**config.mk**
```make
export PLATFORM = sky130hd
export DESIGN_NAME = axis_slave_fifo
export DESIGN_NICKNAME = d
export VERILOG_FILES = /design/src/rtl/axis_slave_fifo.sv
export SDC_FILE = /design/constraint.sdc
export NUM_CORES = 2
export LEC_CHECK = 0
export ABC_CLOCK_PERIOD_IN_PS = 39100
export CAP_MARGIN = 20
export CORE_ASPECT_RATIO = 0.5
export CORE_UTILIZATION = 52
export CTS_CLUSTER_SIZE = 25
export DETAILED_ROUTE_END_ITERATION = 6
export GPL_TIMING_DRIVEN = 0
export PLACE_DENSITY = 0.79
export SLEW_MARGIN = 5
export SYNTH_ARGS = -nofsm -noshare
export SYNTH_HDL_FRONTEND = slang
export SYNTH_SLANG_ARGS = --single-unit
export TNS_END_PERCENT = 50
```
**constraint.sdc**
```tcl
create_clock -name clk -period 39.1 [get_ports clk]
set_input_delay 5.865 -clock clk [delete_from_list [all_inputs] [get_ports clk]]
set_output_delay 5.865 -clock clk [all_outputs]
set_load 0.01 [all_outputs]
```
**src/rtl/axis_slave_fifo.sv**
```systemverilog
// Show-ahead AXI-stream slave FIFO with stall-protocol violation detection; optional beat counter under AXIS_SLAVE_FIFO_STATS_EN.
// Latency: one cycle from push edge to valid_out/data_out when empty; no empty-to-output bypass.
// Backpressure: ready_sys depends only on registered occupancy (never on ready_in); full FIFO stalls upstream.
module axis_slave_fifo #(
    parameter int DATA_WIDTH = 512,
    parameter int DEPTH      = 4
) (
    input  logic                     clk,
    input  logic                     reset,
    input  logic                     valid,
    input  logic [DATA_WIDTH-1:0]    data_in,
    output logic                     ready_sys,
    output logic                     valid_out,
    output logic [DATA_WIDTH-1:0]    data_out,
    input  logic                     ready_in,
    output logic [$clog2(DEPTH):0]   count,
    output logic                     overflow
`ifdef AXIS_SLAVE_FIFO_STATS_EN
    ,
    output logic [31:0]              beat_cnt
`endif
);

    localparam int AW = $clog2(DEPTH);
    localparam logic [AW:0]   FULL_CNT = DEPTH[AW:0];
    localparam logic [AW:0]   CNT_ONE  = 1;
    localparam logic [AW-1:0] PTR_ONE  = 1;

    logic [DATA_WIDTH-1:0] mem [DEPTH];
    logic [AW-1:0]         wr_ptr;
    logic [AW-1:0]         rd_ptr;
    logic                  push;
    logic                  pop;
    logic                  stall;
    logic                  stall_prev;
    logic [DATA_WIDTH-1:0] stall_dat;

    assign ready_sys = (count != FULL_CNT);
    assign valid_out = (count != '0);
    assign data_out  = mem[rd_ptr];
    assign push      = valid && ready_sys;
    assign pop       = valid_out && ready_in;
    assign stall     = valid && !ready_sys;

    // Storage carries no reset; occupancy alone decides what is visible.
    always_ff @(posedge clk) begin
        if (push) begin
            mem[wr_ptr] <= data_in;
        end
    end

    always_ff @(posedge clk) begin
        if (reset) begin
            wr_ptr <= '0;
            rd_ptr <= '0;
            count  <= '0;
        end else begin
            if (push) begin
                wr_ptr <= wr_ptr + PTR_ONE;
            end
            if (pop) begin
                rd_ptr <= rd_ptr + PTR_ONE;
            end
            case ({push, pop})
                2'b10:   count <= count + CNT_ONE;
                2'b01:   count <= count - CNT_ONE;
                default: count <= count;
            endcase
        end
    end

    // A violation is data_in changing between two back-to-back stall cycles.
    always_ff @(posedge clk) begin
        if (stall) begin
            stall_dat <= data_in;
        end
    end

    always_ff @(posedge clk) begin
        if (reset) begin
            stall_prev <= 1'b0;
            overflow   <= 1'b0;
        end else begin
            stall_prev <= stall;
            if (stall && stall_prev && (data_in != stall_dat)) begin
                overflow <= 1'b1;
            end
        end
    end

`ifdef AXIS_SLAVE_FIFO_STATS_EN
    always_ff @(posedge clk) begin
        if (reset) begin
            beat_cnt <= '0;
        end else if (pop) begin
            beat_cnt <= beat_cnt + 32'd1;
        end
    end
`endif

endmodule

```
======== Yosys cells after proc, flatten, opt, wreduce, memory -nomap -nowiden ========
Memory sizes are Yosys's and may differ from the RTL's. A register that Yosys moved wholly into a read port is not among the register bits.
Index checks and enable logic that the tools add are counted.
storage, ports and cells
  bits of input ports ..................... 516
  bits in registers ....................... 521
  memory bits (writable) .................. 2048
  memories ................................ 1
memories
  memory  depth  bits a word  rd ports  clocked after memory_dff  wr ports  line  text
  mem     4      512          1         1                         1         29    logic [DATA_WIDTH-1:0] mem [DEPTH];
operators by class
  equal/unequal tests ..................... 4
  reduce and logical (&&, ||, !) cells .... 8
  mux-type cells .......................... 5
  add/sub/neg operators ................... 4
operators with widths
  cell                                                  number
  inequality test 512 bit                               1
  one-hot mux 3 bit (2 select lines)                    1
  logical AND 1 bit                                     5
  adder 2 x 1 -> 2 bit (second input constant)          2
  2-to-1 mux 2 bit                                      2
  adder 3 x 1 -> 3 bit (second input constant)          1
  inequality test 3 bit (second input constant)         1
  nonzero test 3 bit                                    1
  subtractor 3 x 1 -> 3 bit (second input constant)     1
  equality test 2 x 1 -> 1 bit (second input constant)  1
  equality test 2 bit (second input constant)           1
  2-to-1 mux 1 bit                                      2
  nonzero test 2 bit                                    1
  zero test 1 bit                                       1

======== Longest topological paths before layout ========
  word-level depth ........................ 5
  mapped depth ............................ 9
  gate-level depth less buffers ........... 9

======== Least setup slack after synthesis ========
No wires, ideal clock.
  path kind ............................... input to register
  start ................................... in valid
  end ..................................... reg overflow
  buffers on the path ..................... 0
  arrival ................................. 18.484 ns
  library setup time ...................... 0.070 ns
  path slack .............................. 20.546 ns
  cell stages on the path ................. 4
  path through ............................ and3_1 nor2b_1 o211ai_1 o21ai_1
on the way
  longest elaborated chain between the ends .. 3
ends and longest elaborated chain
  item                             line  text
  start, declared                  10    input logic valid,
  logical AND 1 bit                43    assign stall = valid && !ready_sys;
  logical AND 1 bit (2 in series)  85    if (stall && stall_prev && (data_in != stall_dat)) begin
  end signal, assigned             82    overflow <= 1'b0;
  end signal, assigned             86    overflow <= 1'b1;
  end, declared                    17    output logic overflow
No other way between the ends.
A chain may end at the register's enable or synchronous reset.

==> reports/metrics.cfg <==
[sta]
finalClockSkew_ps = 59.0
fin_setup_tns_ps = 0
relSlewSlack_pct = 18.2
fmax_mhz = 102
fin_crit_sh_pct = 25.0
setup_viol = 0
post-route-min-period_ps = 9780
worstMarginPinSlew_ps = 1230
rsz0062_at_grt = no
finalHoldViolations = 0
finalMaxSlewViolations = 0

[layout]
layout_commonest_cell = edfxtp_1
layout_common_cells = edfxtp_1 (2560), clkdlybuf4s50_1 (1032), xor2_1 (515), mux4_2 (512), clkbuf_16 (221)
multi_input_area_um2 = 17400
nets = 5780
final_util_pct = 64.9
areaGrowthSynthToFinish_pct = 23.4
register_area_um2 = 77100
nFillCells = 11200
drive_gt1_share_pct = 18.1

[drt]
drc = 0
ant_nets = 0
wirelength_mm = 291
drtPass1Iterations = 5
wl_per_cell_um = 36.8
drt-initial-drc-count = 7790
dr_total_vias = 49600
viasPerCell = 6.26

[cts]
clockBufferDepth = 4
insertion_delay_ps = 860
cts_hold_buf = 0
cts_root_buf = clkbuf_16
cts_buffers = 218
cts_tree = done
clkTransAtPathRegs_ps = 70
ctsHtreeMaxLevel = 4
postCtsSetupBuffers = 0
ctsResizeCount = 0
clock_sinks = 2571

[logic_synthesis]
synth-async-reset-ratio_pct = 0
synth_cell_type_count = 25
synth_area_um2 = 95000
ys_seq_area_share_pct = 81.2
synthFlopType = edfxtp_1
netlist_instances = 3924
yosys_warnings = 0
synth_fp_nets = 4446
synth_area_per_cell_um2 = 24.2
synth_edf_count = 2560
postSynthRegisterBits = 2571

[grt]
antenna_found_initial = 102
grt_pass1_vias = 48500
grt_pass1_wl_mm = 388
grt.overflow.total = 0
grt_max_degree = 61
grt_usage_pct = 31.1

[job]
drv_cap = 0

[worst_setup_path]
reg2reg_depth = 7
cp_num_cells = 5
max_stage_delay_ps = 870
crit_chain = buf_2 > buf_2 > buf_2 > mux4_2 > clkdlybuf4s50_1
cp-end-kind = primary output
worstPathRequired_ps = 33230
cp.arrival_ps = 3910
crit_fanout = 12
critPathBufInv = 4
crit_path_top_delay_cell = buf_2
critPathKind = reg2out
critPathTopFamily = buffers and inverters
startpoint_type = flip-flop
worst_path_most_repeated_cell = buf_2
timing.rr.start = stall_dat[463]

[die]
coreArea_um2 = 181000
start_util_pct = 52.6
ioPinCount = 1034
die_area_um2 = 184000
die_h_um = 304
die_w_um = 606
placementRows = 110

[worst_hold_path]
whs_path_depth = 2
hold_class = reg2reg
hold_start = overflow

[place]
place_congestion = 0.879
hpwlAfterDp_mm = 203
numPortBuffers = 1032

[power]
p_int_uw = 5420
p_leak_uw = 0.0372
seqPwrFrac_pct = 44.6
p_clk_share_pct = 28.2
pwr_density_cell_nw_per_um2 = 65.0
combPwrFrac_pct = 27.2
p_switching_uw = 2200
switching_share_pct = 28.9
vdd_drop_max_mv = 0.0451

[run_status]
status = finished clean

[synthesized netlist by cell type (2+ instances only)]
library cell | instances | share of area (%)
edfxtp_1 | 2560 | 81
xor2_1 | 515 | 4.7
mux4_2 | 512 | 12
nor4_1 | 135 | 0.89
buf_2 | 61 | 0.32
nand4_1 | 34 | 0.22
buf_1 | 29 | 0.11
clkbuf_1 | 25 | 0.099
dfxtp_1 | 11 | 0.23
nor2_1 | 9 | 0.036
inv_1 | 6 | 0.024
and3_1 | 5 | 0.033
ha_1 | 5 | 0.066
nand2_1 | 3 | 0.012
a21oi_1 | 2 | 0.011
or3_1 | 2 | 0.013
xnor2_1 | 2 | 0.018
[per-stage QoR]
step                      total power (uW)  hold WS [ps]  std cells  setup WS (ps)  instance area [um^2]
after global routing                  7770           512       7914          29240                117000
final                                 7610           464       7917          29320                117000
after detailed placement              5500           453       7445          29100                110000
after global placement                5710           456       7364          10130                108000
after CTS                             7610           468       7827          29310                117000
after floorplan                       4480           445       3924          20550                 95000
[routing by layer]
layer | GRT usage (%) | wire (um) | vias to the layer above
met4 | 24.1 | 24500 | 20
li1 | - | - | 19200
met1 | 38.6 | 96800 | 25800
met5 | 0 | 129 | -
met2 | 49.2 | 142000 | 3682
met3 | 5.66 | 27700 | 821
[flip-flops by register name, indices dropped and copies added (netlist names), named ones only]
signal / cells
mem: 2048
stall_dat: 512
count: 3
rd_ptr: 2
wr_ptr: 2
overflow: 1
stall_prev: 1
[path summary, 6_finish.rpt]
kind | endpoint | slack, ps
setup reg to reg | overflow | 34960
setup / recovery | data_out[487] | 29320
hold reg to reg | overflow | 460
hold / removal | overflow | 460
[power by group through the flow]
stage | clock [uW] | sequential (uW) | combinational, uW
2_1_floorplan | 0 | 3600 | 880
3_3_place_gp | 0 | 3740 | 1980
3_5_place_dp | 0 | 3450 | 2050
4_1_cts | 2150 | 3390 | 2070
5_1_grt | 2260 | 3410 | 2100
6_report | 2150 | 3390 | 2070
[layout make-up]
| class | count | area share, % |
|---|---|---|
| inverters | 6 | 0.0192 |
| flip-flops and latches | 2571 | 65.8 |
| clock buffers | 270 | 4.93 |
| well taps | 2408 | 2.57 |
| repair buffers | 1114 | 10.3 |
| multi-input cells | 1232 | 14.9 |
| plain buffers | 115 | 0.454 |
| diodes | 89 | 0.190 |
| clock inverters | 112 | 0.882 |
[cells by family (layout without fill, tap and decap cells)]
logic type / count (synthesis) / in the layout / synth area share, %
AND/OR/NAND/NOR: 191 / 191 / 1.23
flip-flops: 2571 / 2571 / 81.2
adder cells (fa/ha/maj): 6 / 6 / 0.0869
other: 0 / 89 / 0
XOR/XNOR: 517 / 517 / 4.77
buffers and inverters: 121 / 1617 / 0.559
AO/OA/AOI/OAI: 5 / 5 / 0.0290
multiplexers: 513 / 513 / 12.2
[tightest hold or removal path: cells and delay by family (launching register included)]
| kind | cells | cell delay (ps) |
|---|---|---|
| flops | 1 | 320 |
| buf+inv | 1 | 50 |
| compound gates | 1 | 60 |
Power figures use the tool's default switching activity.
